$ cat src/rtl/opcode_dispatch.sv
// opcode_dispatch: command FIFO feeding the accumulator/ALU stage.
// Single commands go out on a valid/ready handshake. Block-transfer
// commands (opcode 000) expand into len words of 5 cycles each and
// step the RAM address pointer once per word.
// Optional build macro: DISPATCH_BYTE_SWAP_EN -- byte-swaps data_bus for
// opcode 011 while it is being issued.
module opcode_dispatch #(
  parameter int DEPTH  = 4,
  parameter int ADDR_W = 8
) (
  input  logic                     clk,
  input  logic                     rst,
  input  logic                     in_valid,
  output logic                     in_ready,
  input  logic [2:0]               in_opcode,
  input  logic [15:0]              in_data,
  input  logic [7:0]               in_len,
  output logic                     op_valid,
  input  logic                     op_ready,
  output logic [2:0]               opcode,
  output logic [15:0]              data_bus,
  output logic                     bloc_xfer,
  output logic [ADDR_W-1:0]        address,
  output logic                     done,
  output logic [$clog2(DEPTH):0]   level
);

  localparam int PTR_W = $clog2(DEPTH);
  localparam int LVL_W = PTR_W + 1;

  typedef enum logic [1:0] {IDLE, ISSUE, BLOCK} state_t;

  typedef struct packed {
    logic [2:0]  op;
    logic [15:0] data;
    logic [7:0]  len;
  } cmd_t;

  cmd_t             mem [DEPTH];
  cmd_t             head;
  logic [PTR_W-1:0] wr_ptr;
  logic [PTR_W-1:0] rd_ptr;
  logic             push;
  logic             pop;

  state_t           state;
  state_t           state_d;
  logic [15:0]      data_q;
  logic [7:0]       len_q;
  logic [2:0]       beat;
  logic [7:0]       word;
  logic             beat_last;
  logic             word_last;

  // A full FIFO refuses input even if the head is popped in the same cycle.
  assign in_ready  = (level != LVL_W'(DEPTH));
  assign push      = in_valid && in_ready;
  assign head      = mem[rd_ptr];
  assign beat_last = (beat == 3'd4);
  assign word_last = (word == len_q - 8'd1);

  // FIFO storage: written on push only.
  // NOTE: the storage array has no reset; level and the pointers define
  // which entries are meaningful, so resetting the data buys nothing.
  always_ff @(posedge clk) begin
    if (push) mem[wr_ptr] <= {in_opcode, in_data, in_len};
  end

  // FIFO pointers and fill count.
  // NOTE: every clocked process uses non-blocking assignments so all
  // registers update from the same pre-edge values.
  always_ff @(posedge clk or posedge rst) begin
    if (rst) begin
      wr_ptr <= '0;
      rd_ptr <= '0;
      level  <= '0;
    end else begin
      if (push) wr_ptr <= wr_ptr + 1'b1;
      if (pop)  rd_ptr <= rd_ptr + 1'b1;
      case ({push, pop})
        2'b10:   level <= level + 1'b1;
        2'b01:   level <= level - 1'b1;
        default: level <= level;
      endcase
    end
  end

  // FSM state register.
  always_ff @(posedge clk or posedge rst) begin
    if (rst) state <= IDLE;
    else     state <= state_d;
  end

  // Next-state decode, pop request and ALU-facing outputs.
  // NOTE: every signal gets a default before the case statement so no
  // path leaves it unassigned, which would infer a latch.
  always_comb begin
    state_d   = state;
    pop       = 1'b0;
    op_valid  = 1'b0;
    bloc_xfer = 1'b0;
    data_bus  = data_q;
    case (state)
      IDLE: begin
        if (level != '0) begin
          pop = 1'b1;
          if (head.op != 3'b000)     state_d = ISSUE;
          else if (head.len != 8'd0) state_d = BLOCK;
        end
      end
      ISSUE: begin
        op_valid = 1'b1;
`ifdef DISPATCH_BYTE_SWAP_EN
        if (opcode == 3'b011) data_bus = {data_q[7:0], data_q[15:8]};
`endif
        if (op_ready) state_d = IDLE;
      end
      BLOCK: begin
        bloc_xfer = 1'b1;
        data_bus  = data_q + {8'h00, word};
        if (beat_last && word_last) state_d = IDLE;
      end
      default: state_d = IDLE;
    endcase
  end

  // Command latch, block counters, address pointer and retire pulse.
  always_ff @(posedge clk or posedge rst) begin
    if (rst) begin
      opcode  <= '0;
      data_q  <= '0;
      len_q   <= '0;
      beat    <= '0;
      word    <= '0;
      address <= '0;
      done    <= 1'b0;
    end else begin
      done <= 1'b0;
      case (state)
        IDLE: begin
          if (pop) begin
            opcode <= head.op;
            data_q <= head.data;
            len_q  <= head.len;
            beat   <= '0;
            word   <= '0;
            // A zero-length block retires immediately as a NOP.
            if (head.op == 3'b000 && head.len == 8'd0) done <= 1'b1;
          end
        end
        ISSUE: begin
          if (op_ready) done <= 1'b1;
        end
        BLOCK: begin
          if (beat_last) begin
            beat    <= '0;
            word    <= word + 8'd1;
            address <= address + 1'b1;
            if (word_last) done <= 1'b1;
          end else begin
            beat <= beat + 3'd1;
          end
        end
        default: ;
      endcase
    end
  end

endmodule

$ cat config.mk
export PLATFORM = sky130hd
export DESIGN_NAME = opcode_dispatch
export DESIGN_NICKNAME = d
export VERILOG_FILES = /design/src/rtl/opcode_dispatch.sv
export SDC_FILE = /design/constraint.sdc
export NUM_CORES = 1
export LEC_CHECK = 0
export ABC_CLOCK_PERIOD_IN_PS = 3000
export CAP_MARGIN = 20
export CORE_UTILIZATION = 55
export CTS_CLUSTER_DIAMETER = 80
export DETAILED_ROUTE_END_ITERATION = 10
export HOLD_SLACK_MARGIN = 0.15
export PLACE_DENSITY = 0.84
export SLEW_MARGIN = 10
export SYNTH_ARGS = -nofsm -noshare
export SYNTH_HDL_FRONTEND = slang
export SYNTH_SLANG_ARGS = --single-unit
$ cat constraint.sdc
create_clock -name clk -period 3 [get_ports clk]
set_input_delay 0.6 -clock clk [delete_from_list [all_inputs] [get_ports clk]]
set_output_delay 0.6 -clock clk [all_outputs]
set_load 0.02 [all_outputs]
==> Word level (Yosys, flattened, before mapping) <==
Memories as Yosys holds them, arrays and structs flattened.
Index checks and enable logic that the tools add are counted.
{ "classes": {"eq_ne": 13, "muxes": 26, "addsub": 9, "reduce_logical": 16} }
{ "ops": {"columns": ["op", "count"], "rows": [
  ["$add 16x8->16", 1],
  ["$add 8x1->8 const B", 2],
  ["$mux 16", 1],
  ["$mux 8", 2],
  ["$pmux 8 s2", 1],
  ["$pmux 3 s2", 2],
  ["$mux 1", 11],
  ["$mux 2", 5],
  ["$ne 2x2->1 const B", 5],
  ["$eq 8x8->1", 1],
  ["$logic_not 8->1", 1],
  ["$reduce_bool 8->1", 1],
  ["$sub 8x1->8 const B", 1],
  ["$add 3x1->3 const B", 2],
  ["$mux 3", 2],
  ["$ne 3x3->1 const B", 2],
  ["$pmux 2 s3", 1],
  ["$reduce_and 2->1", 3],
  ["$reduce_bool 3->1", 2],
  ["$add 2x1->2 const B", 2],
  ["$eq 2x1->1 const B", 2],
  ["$eq 2x2->1 const B", 2],
  ["$reduce_and 4->1", 1],
  ["$reduce_bool 2->1", 2],
  ["7 further kinds", 9]
]} }
{ "totals": {"output_inout_bits": 34, "ramBits": 108, "mem_count": 1, "reg_bits": 56} }
{ "mem_list": {"columns": ["memory", "depth", "width", "rd", "rd_ports_with_merged_regs", "wr", "line_no", "rtl"], "rows": [
  ["mem", 4, 27, 1, 0, 1, "39", "cmd_t mem [DEPTH];"]
]} }

==> Longest topological paths before layout <==
An unclocked memory read counts as a cell.
{ "logic_depth": {"word_depth": 6, "depth_mapped": 10, "mapped_depth_nobuf": 10} }

==> Least setup slack after synthesis <==
Ideal clock, no wire load.
{ "synth_path": {"kind": "flip-flop to output port", "startpoint": "register word[0]", "endpoint": "output data_bus[12]", "path_slack_ns": 0.319, "t_arrival_ns": 2.081, "path_stages_with_launch": 9, "required_ns": 2.400, "cell_sequence": "dfrtp_1 -> ha_1 -> inv_1 -> fa_1 -> nor2b_1 -> o2111ai_1 -> a31oi_1 -> nand4_1 -> xnor2_1"} }
{ "synth_via": {"elab_chain_len": 2} }
{ "synth_lines": {"columns": ["item", "line_no", "rtl"], "rows": [
  ["start, declared", "51", "logic [7:0] word;"],
  ["start signal, assigned", "157", "word <= word + 8'd1;"],
  ["$add 16x8->16", "120", "data_bus = data_q + {8'h00, word};"],
  ["$mux 16", "103", "case (state)"],
  ["end, declared", "21", "output logic [15:0] data_bus,"]
]} }
Every way passes these cells.

==> Worst setup path in the final report <==
{ "layout_path": {"startpoint": "register data_q[0]", "endpoint": "output data_bus[12]"} }
{ "layout_via": {"elab_chain_len": 2} }
{ "layout_lines": {"columns": ["item", "line_no", "rtl"], "rows": [
  ["start, declared", "48", "logic [15:0] data_q;"],
  ["start signal, assigned", "143", "data_q <= head.data;"],
  ["$add 16x8->16", "120", null],
  ["$mux 16", "103", null]
]} }
Every way passes these cells.

==> impl_results.md <==
* Met2 wire length at 7580 µm
* Port bufs at 64
* CTS tree: yes
* Yosys cell types at 56
* Kind of critical path: flip-flop to output pin
* Crit Path Max Fanout at 4
* Fin crit period at 3.02 ns
* Reg clk slew, reported paths at 0.06 ns
* DP Cell Count at 783
* Mux contribution to synthesized area at 8.43%
* Iteration-0 DRC Markers at 371
* Post-synth EDFFs at 108
* Grt ovf at 0
* Starting Density at 57.1%
* CP arrival at 2.42 ns
* Hold Fails Final Rpt at 0
* Final clock period utilization by the worst path at 101%
* Unrepaired setup endpoints after global routing: true
* Rel. slew slack at 60.4%
* Cell Rows at around 40
* Antenna-violating nets left at 0
* I/O Pins at 65
* Failing checks: negative setup slack
* Ys async rst share at ~34%
* Top-area cell type share of the netlist area at about 45%
* Clock Latency Late Sink at 0.43 ns
* Worst Hold Class: flip-flop to flip-flop
* Largest family of logic cells by synthesized area: simple AND/OR/NAND/NOR gates
* CP Cell Sequence: ha_2 > inv_2 > fa_2 > nor2b_4 > o2111ai_2 > a31oi_1 > buf_4 > nand4_1 > xnor2_1 > buf_2
* Critical path buffers and inverters at 3
* Final setup margin at -0.0167 ns
* TritonCTS Buffers at 17
* Non-filler cells, final at 814
* Critical Path RT at 2.40 ns
* Outcome: finished with violations
* Maxcap violations at 0
* Leakage power at between 3 and 4 nW
* Syn_area_per_cell at ~14 µm²
* Slowest stage cell, crit path: fa_2
* Area Overhead vs Synth at 21.3%
* Post-Syn Instances at roughly 540
* GRT Util Overall at 24.5%
* Syn Nets at 588
* Mapped Area at 7260 µm²
* CP peak stage delay at 0.36 ns
* Bufs on Longest Clock Path at 2
* Filler cell count at 865
* WL final at 15100 µm
* Pwr per Cell Area at roughly 960 nW/µm²
* Place WS at -0.106 ns
* H-tree levels at 4
* Layout cells sized above 1 at around 17%
* DR WL met3 at between 800 and 900 µm
* Synth warn at 0
* Peak supply drop at approximately 0.56 mV
* Post-synth top cells: 108 x edfxtp_1, 106 x nand2_1, 56 x dfrtp_1, 26 x mux4_2, 26 x xnor2_1
* Design area at 8810 µm²
* Total number of vias at ~4700
* Core Region at 12700 µm²
* Highest routed layer: met4
* Cell Area, Placed at 8250 µm²
* # DRC at 0
* Yosys top cell by area: edfxtp_1
* Sink Count at 164
* TritonRoute pass-1 iters at 4
* Synth Register Bits at 164
* Routed WL per cell at 18.6 µm
* Hold WS at 0.470 ns
* First-pass GRT wire length at approximately 24000 µm
* Reg2Reg Setup Slack at 0.60 ns
* Crit path capture type: output pin
* Fin nets at 681
* Vias in the first global route at just under 5000
* Largest net degree at the start of global routing at 43
* CTS Root Cell: clkbuf_16
* Dominant cells by area after synthesis: edfxtp_1 45%, dfrtp_1 19%, mux4_2 8.1%
* Chip Height at 117 µm
* FMAX at ~0.33 GHz
* Antenna violations before repair at 0
* Synth Area in Adders at 3.65%
* Fin Clk Skew at 0.00698 ns
* CTS hold repair buffers at 0
* Final setup viols at 2
* CP startpoint kind: flip-flop
* Die area at roughly 14000 µm²
* DP HPWL at 9900 µm
* Die width at roughly 120 µm
* Xor and xnor area share after synthesis at 4.34%
* Worst-Margin Slew at 0.593 ns
* Vias/cell at 5.81
* N_diodes at 0
* Placer congestion estimate at 0.915
* M1 WL at 6250 µm
* Register area share after synthesis at between 60% and 70%
* Post-Synth Simple-Gate Area at 12.3%
* Post-synthesis compound-gate area fraction at 5.00%
* Most frequent cell after synthesis: edfxtp_1
* Family with the most delay on the worst path: adder cells
* Final Max Tran Viols at 0
* Top FF cell, synth: edfxtp_1
==> through the flow <==
stage          utilization [%]  setup TNS, ns  total power [mW]
4_1_cts                   69.2        -0.0984              8.48
3_5_place_dp              64.8         -0.264              6.51
2_1_floorplan                -              0              5.40
6_report                  69.2        -0.0237              8.45
3_3_place_gp              64.8         -0.122              6.35
5_1_grt                   69.2         -0.408              8.89
==> registers in the layout, indices dropped and copies added (netlist names) <==
name     flops
data_q      16
len_q        8
mem        108
opcode       3
wr_ptr       2
level        3
done         1
address      8
beat         3
rd_ptr       2
state        2
word         8
==> report_power, final <==
part | switching (mW) | internal (mW)
combinational | 1.73 | 1.30
clock | 0.853 | 1.14
sequential | 0.421 | 3.01
==> worst paths after layout <==
path | from | to | depth (start not counted)
max | data_q[0] | data_bus[12] | 10
min | address[7] | address[7] | 1
max reg2reg | rd_ptr[0] | done | 5
min reg2reg | address[7] | address[7] | 1
max in group asynchronous | rst | address[2] | 3
min in group asynchronous | rst | level[1] | 2
==> worst reg2reg max path, cell delays in order (launching register included) <==
cell,delay [ns]
dfrtp_2,0.53
buf_4,0.43
mux4_2,0.60
nor3_2,0.42
a32oi_1,0.17
o2bb2ai_1,0.18
==> layout by cell type, fill, tap and decap left out, types with 17 or more instances in the layout <==
master,Yosys,layout
dfrtp_1,56,55
mux4_2,26,26
clkdlybuf4s50_1,0,50
edfxtp_1,108,108
xnor2_1,26,26
nand2_1,106,106
clkbuf_16,0,17
inv_1,20,18
buf_4,0,33
==> routing by layer <==
layer  track usage (%)  up-vias
met5                 0        -
met4              11.5        0
met3              5.56       32
met2              40.8      176
met1              30.9     2359
li1                  -     2161
==> logic make-up (layout without fill, tap and decap cells) <==
family / Yosys count / in the layout
adder cells (fa/ha/maj): 20 / 20
buffers and inverters: 41 / 146
AO/OA/AOI/OAI: 57 / 57
AND/OR/NAND/NOR: 192 / 192
multiplexers: 27 / 27
flip-flops: 164 / 164
XOR/XNOR: 36 / 36
==> cell type report <==
cell class	instances	area, µm²	share of cell area, %
Sequential cell	164	4650	52.8
Multi-Input combinational cell	332	2510	28.5
Timing Repair Buffer	92	806	9.15
Clock buffer	20	437	4.96
Tap cell	172	215	2.44
Clock inverter	11	108	1.22
Inverter	23	86.3	0.980
==> timing repair <==
item,in CTS,in global routing
resized for setup,48,20
endpoints found under the setup margin,14,12
buffers inserted,0,0
pin swaps,1,4
Note: power is estimated with default switching activity, not from simulation.
